--- src/rtl/ahb_apb_bridge_p.sv ---
// AHB-Lite to APB bridge: one transfer at a time, all outputs registered or
// decoded from state, PSEL chosen by an address slot field, ACCESS timeout.
module ahb_apb_bridge_p #(
  parameter int ADDR_W   = 32,
  parameter int DATA_W   = 32,
  parameter int NUM_PSEL = 4,
  parameter int SLOT_LSB = 12,
  parameter int TIMEOUT  = 16
) (
  input  logic                HCLK,
  input  logic                HRESET,
  input  logic                HSEL,
  input  logic [ADDR_W-1:0]   HADDR,
  input  logic                HWRITE,
  input  logic [1:0]          HTRANS,
  input  logic                HREADYIN,
  input  logic [DATA_W-1:0]   HWDATA,
  output logic                HREADYOUT,
  output logic                HRESP,
  output logic [DATA_W-1:0]   HRDATA,
  output logic [NUM_PSEL-1:0] PSEL,
  output logic                PENABLE,
  output logic [ADDR_W-1:0]   PADDR,
  output logic                PWRITE,
  output logic [DATA_W-1:0]   PWDATA,
  input  logic [DATA_W-1:0]   PRDATA,
  input  logic                PREADY,
  input  logic                PSLVERR
);

  localparam int SEL_W = (NUM_PSEL > 1) ? $clog2(NUM_PSEL) : 1;
  localparam int CNT_W = $clog2(TIMEOUT + 2);
  localparam logic [SEL_W:0]   NUM_PSEL_V = (SEL_W + 1)'(NUM_PSEL);
  localparam logic [CNT_W-1:0] TO_LAST    = (TIMEOUT > 0) ? CNT_W'(TIMEOUT - 1) : '0;

  typedef enum logic [2:0] {
    S_IDLE, S_WDATA, S_SETUP, S_ACCESS, S_ERR1, S_ERR2
  } state_t;

  state_t           state, state_nx;
  logic [SEL_W-1:0] idx, idx_in;
  logic [CNT_W-1:0] cnt;
  logic             valid, accept, in_range;

  assign valid    = HSEL & HREADYIN & ((HTRANS == 2'b10) | (HTRANS == 2'b11));
  assign accept   = valid & ((state == S_IDLE) | (state == S_ERR2));
  assign idx_in   = (NUM_PSEL == 1) ? '0 : HADDR[SLOT_LSB +: SEL_W];
  assign in_range = ({1'b0, idx_in} < NUM_PSEL_V);

  always_ff @(posedge HCLK) begin
    if (HRESET) begin
      state  <= S_IDLE;
      idx    <= '0;
      cnt    <= '0;
      PADDR  <= '0;
      PWRITE <= 1'b0;
      PWDATA <= '0;
      HRDATA <= '0;
    end else begin
      state <= state_nx;
      if (accept) begin
        PADDR  <= HADDR;
        PWRITE <= HWRITE;
        idx    <= idx_in;
      end
      if (state == S_WDATA) PWDATA <= HWDATA;
      // counter holds the number of ACCESS cycles already spent waiting
      if (state == S_SETUP) cnt <= '0;
      else if (state == S_ACCESS && !PREADY) cnt <= cnt + 1'b1;
      if (state == S_ACCESS && PREADY && !PSLVERR && !PWRITE) HRDATA <= PRDATA;
    end
  end

  always_comb begin
    state_nx = state;
    case (state)
      S_IDLE, S_ERR2: begin
        if (valid) begin
          if (!in_range)   state_nx = S_ERR1;
          else if (HWRITE) state_nx = S_WDATA;
          else             state_nx = S_SETUP;
        end else begin
          state_nx = S_IDLE;
        end
      end
      S_WDATA: state_nx = S_SETUP;
      S_SETUP: state_nx = S_ACCESS;
      S_ACCESS: begin
        // a slave answering on the last allowed cycle still completes normally
        if (PREADY)                               state_nx = PSLVERR ? S_ERR1 : S_IDLE;
        else if (TIMEOUT > 0 && cnt == TO_LAST)   state_nx = S_ERR1;
      end
      S_ERR1:  state_nx = S_ERR2;
      default: state_nx = S_IDLE;
    endcase
  end

  always_comb begin
    PSEL      = '0;
    PENABLE   = 1'b0;
    HREADYOUT = 1'b0;
    HRESP     = 1'b0;
    case (state)
      S_IDLE:   HREADYOUT = 1'b1;
      S_SETUP:  PSEL = NUM_PSEL'(1) << idx;
      S_ACCESS: begin
        PSEL    = NUM_PSEL'(1) << idx;
        PENABLE = 1'b1;
      end
      S_ERR1:   HRESP = 1'b1;
      S_ERR2: begin
        HRESP     = 1'b1;
        HREADYOUT = 1'b1;
      end
      default: ;
    endcase
  end

endmodule

--- config.mk ---
export PLATFORM = sky130hd
export DESIGN_NAME = ahb_apb_bridge_p
export DESIGN_NICKNAME = d
export VERILOG_FILES = /design/src/rtl/ahb_apb_bridge_p.sv
export SDC_FILE = /design/constraint.sdc
export NUM_CORES = 1
export LEC_CHECK = 0
export ABC_AREA = 1
export CORE_MARGIN = 1
export CORE_UTILIZATION = 40
export CTS_CLUSTER_DIAMETER = 80
export DETAILED_ROUTE_END_ITERATION = 6
export GPL_TIMING_DRIVEN = 0
export PLACE_DENSITY = 0.88
export SETUP_SLACK_MARGIN = 0.2
export SLEW_MARGIN = 20
export SYNTH_ARGS = -nofsm -noshare
export SYNTH_HDL_FRONTEND = slang
export SYNTH_SLANG_ARGS = --single-unit
--- constraint.sdc ---
create_clock -name HCLK -period 1.9 [get_ports HCLK]
set_clock_uncertainty 0.1 [all_clocks]
set_input_delay 0.19 -clock HCLK [delete_from_list [all_inputs] [get_ports HCLK]]
set_output_delay 0.19 -clock HCLK [all_outputs]
set_load 0.03 [all_outputs]
# After elaboration in Yosys (flattened, before gate mapping)
# Cells that the tools add are included.
# totals
out_inout_bits,104
elab_cells,45
reg_bits,107
# classes
muxes,10
bitwise,5
n_reduce_logical,12
shift,1
addsub,1
n_eq_ne,9
# ops
op,n
case mux 3 bit (5 select lines),1
2-to-1 mux 3 bit,4
OR reduction 2 bit,4
== test 3 x 2 -> 1 bit (second input constant),2
== test 3 bit (second input constant),2
adder 5 x 1 -> 5 bit (second input constant),1
== test 5 x 4 -> 1 bit (second input constant),1
== test 2 bit (second input constant),2
logical AND 1 bit,4
2-to-1 mux 4 bit,1
left shift 1 x 2 -> 4 bit (first input constant),1
bitwise AND 1 bit,3
== test 3 x 1 -> 1 bit (second input constant),1
zero test 1 bit,3
zero test 3 bit,1
2-to-1 mux 1 bit,3
!= test 3 x 2 -> 1 bit (second input constant),1
2-to-1 mux 2 bit,1
bitwise OR 1 bit,2

# Depth between registers and ports, before layout
# Gate-level depths: netlist (run 1).
# depth
word_depth,5
ltp_mapped,9
mapped_depth_nobuf,9

# Worst setup path before layout (run 1)
# OpenSTA, ideal clock, no wires.
# synth_path
path_type,flip-flop to output port
from,"register, netlist name PADDR[12]"
to,output PSEL[1]
path_slack_ns,0.263
t_arrival_ns,1.347
path_stages_with_launch,3
t_required_ns,1.610
path_buffers,0
path_cell_list,dfxtp_1 inv_1 nor3_1
# synth_lines
element,line,text
to (decl),21,"output logic [NUM_PSEL-1:0] PSEL,"

# Final worst setup path (run 1)
# layout_path
from,register state[0]
to,output HREADYOUT
# layout_via
elab_chain_cells,3
# layout_rtl
element,line,text
from (decl),40,"state_t state, state_nx;"
from (signal assigned),60,state <= state_nx;
== test 3 bit or zero test 3 bit (tied branches),103,case (state)
OR reduction 2 bit (no source line) *,--,
2-to-1 mux 1 bit *,103,
to (decl),18,"output logic HREADYOUT,"
# Every way passes the cells marked *; elsewhere a longest branch is shown, timed or not.

==> results of run 1 <==
power groups by stage:
stage / registers (mW) / clock network, mW / logic (mW)
2_1_floorplan: 2.64 / 0 / 0.429
3_3_place_gp: 2.43 / 0 / 1.15
3_5_place_dp: 2.43 / 0 / 1.18
4_1_cts: 2.38 / 1.38 / 1.15
5_1_grt: 2.39 / 1.48 / 1.23
6_report: 2.38 / 1.34 / 1.15
cell type report:
cell class	count	area, µm²	area share, %
Sequential cell	105	2107	31.03
Timing Repair Buffer	207	2160	31.80
Inverter	53	198.9	2.930
Clock buffer	10	127.6	1.879
Tap cell	136	170.2	2.506
Multi-Input combinational cell	352	1758	25.89
Buffer	37	211.5	3.114
Clock inverter	5	57.56	0.8476
cells in the final DEF (no fill, tap or decap), drive strengths merged:
cell type	count
a21oi	69
buf	29
bufinv	1
clkbuf	24
clkdlybuf4s50	105
clkinv	5
dfxtp	105
dlygate4sd2	36
dlymetal6s2s	60
ha	2
inv	52
nand2	61
nand3	8
nand3b	32
nand4	1
nor2	108
nor3	5
o21ai	65
xor2	1
state kept, by name, summed over array words and instances, names as in the netlist:
name    cells
HRDATA     32
PADDR      32
PWDATA     32
cnt         5
state       3
PWRITE      1
cell families after synthesis:
kind of cell | Yosys count | synth area share [%]
AND/OR/NAND/NOR | 215 | 22.57
AO/OA/AOI/OAI | 134 | 17.56
flip-flops | 105 | 49.50
buffers and inverters | 90 | 9.576
adder cells (fa/ha/maj) | 2 | 0.5892
XOR/XNOR | 1 | 0.2063
per-layer routing:
layer,GRT usage (%),vias to the layer above
li1,-,2188
met1,24.25,1968
met2,39.21,143
met3,6.737,30
met4,10.26,0
met5,0,-
timing repair:
item                       4_1_cts  5_1_grt
hold buffers                     0        0
resized for setup               72       76
setup endpoints to repair       42       80
how the worst max path moves through the flow:
| stage | startpoint | end | slack, ns |
|---|---|---|---|
| finish | state[0]$_SDFFE_PP0P_ | HREADYOUT | 0.21 |
| detailed placement | HRESET | PADDR[13]$_SDFFE_PP0P_ | -0.17 |
| global route | state[0]$_SDFFE_PP0P_ | HREADYOUT | 0.10 |
| global placement | HRESET | PADDR[12]$_SDFFE_PP0P_ | -0.1 |
| floorplan | PADDR[12]$_SDFFE_PP0P_ | PSEL[1] | 0.26 |
| CTS | state[0]$_SDFFE_PP0P_ | HREADYOUT | 0.12 |
metrics by stage:
stage | setup slack (ns) | instances | cell area [µm²] | TNS (ns)
after CTS | 0.1190 | 905 | 6613 | 0
final | 0.2052 | 905 | 6790 | 0
after global routing | 0.1008 | 905 | 6790 | 0
after global placement | -0.09898 | 890 | 6489 | -0.9433
after floorplan | 0.2628 | 547 | 4247 | 0
after detailed placement | -0.1712 | 890 | 6489 | -1.587
synthesized netlist by cell type (all sizes together):
cell type	instances
nor2	108
dfxtp	105
a21oi	69
o21ai	65
nand2	61
inv	52
nand3b	32
buf	24
clkbuf	13
nand3	8
nor3	5
ha	2
clkinv	1
nand4	1
xor2	1
==> results.toml, run 1 <==
[synth]
yosys.area.top_type = "dfxtp_1"
ys_ff_latch = 105
ys_seq_area_share_pct = 49.50
synth.area.top_cells = "dfxtp_1, nor2_1, o21ai_0"
yosysWarnings = 0
yosysUniqueCellTypes = 24
synth.net_count = 654
synth_top_area_share_pct = 49.50
syn_area_per_cell_um2 = 7.763
synthCells = 547
synthesis.area_mm2 = 0.004247

[pwr]
p_leak_nw = 3.764
power_frac_clock_pct = 27.6
pwr-share-seq_pct = 48.8
power.density_mw_per_mm2 = 717.5
peakVddDrop_mv = 0.3431
combPwrFrac_pct = 23.6
p_int_mw = 3.433
swShare_pct = 29.54
p_switching_mw = 1.439
p_total_mw = 4.872

[global_routing]
grt.total_usage_pct = 22.19
grt_pass1_wl_um = 19690
antenna_found_initial = 0
grt_max_degree = 17
grt_pass1_vias = 4266
gr-total-overflow = 0

[final_layout]
antenna_cells = 0
final.fill_count = 867
area_growth_pct = 59.90
fin_util_pct = 65.77
layout-drive-gt1-share_pct = 9.623
nets = 872

[clock_tree]
clock_sinks = 105
cts_tree = "done"
cts_buffers = 9
insertion_delay_ns = 0.35
path_clk_slew_ns = 0.10
cts_root_buf = "clkbuf_8"
htreeDepth = 3
clock_path_buffers = 2
cts_setup_buffers = 0

[timing]
slew_headroom_pct = 61.98
setup_violations = 0
max_freq_ghz = 0.5900
min_period_over_period_pct = 89.20
final-hold-violation-count = 0
worst_pin_slew_ns = 0.5659
rsz0062_at_grt = "true"
slew_violations = 0
timing.hold.ws_ns = 0.2915
period_needed_ns = 1.695

[detailed_routing]
remaining_drc_errors = 0
drtIter0Drc = 172
dr_wl_met2_um = 6514
wl_per_cell_um = 13.96
met1_length_um = 4953
met3_length_um = 783
num_vias = 4329
firstDrtPassIters = 5
antenna_left = 0
top_layer = "met4"
via_per_inst = 4.783
drt-total-wl_um = 12630

[floorplan]
die_h_um = 105.0
initial_core_util_pct = 41.13
core_area_mm2 = 0.01032
fp-row-count = 37
io_pins = 209
die_width_um = 105.0
dieArea_mm2 = 0.01103

[worst_setup_path]
crit_path_start_kind = "flop"
cp_top_family = "buffers and inverters"
worstSetupEndpointType = "primary output"
cp.depth = 5
path_buf_inv = 2
cp_slowest_cell = "dfxtp_1"
cpMostUsedCell = "buf_4"
cp_max_fo = 10
max_stage_delay_ns = 0.36
rr_worst_depth = 6
r2r_start = "state[0]$_SDFFE_PP0P_"
cp.arrival_ns = 1.40
reg2reg_to = "HRDATA[9]$_SDFFE_PP0P_"
worstPathRequired_ns = 1.61
path_class = "flop to primary output"
crit_path_cell_trace = "nor2_1 > nand2_1 > nand2_2 > buf_4 > buf_4"
r2r_slack_ns = 0.37

[placement]
globalplace.congestion = 0.8209
place.detailed.hpwl_um = 9708
io_buffers = 207

[hold_path]
hold_end = "state[2]$_SDFFE_PP0P_"
hold_depth = 2
min_path_type = "input port to flop"
min-delay-start = "HRESET"

[outcome]
status = "finished, final reports clean"

[job]
drv_cap = 0
(Power assumes the default switching activity.)
==> run 2, diff against run 1 <==
Settings changed: SLEW_MARGIN 20 to 5.
==> results of run 2 <==
Final layout, timing and power as in run 1 (identical DEF).
==> run 3, diff against run 2 <==
Settings changed: SLEW_MARGIN 5 to unset.
==> results of run 3 <==
Final layout, timing and power as in run 1 (identical DEF).
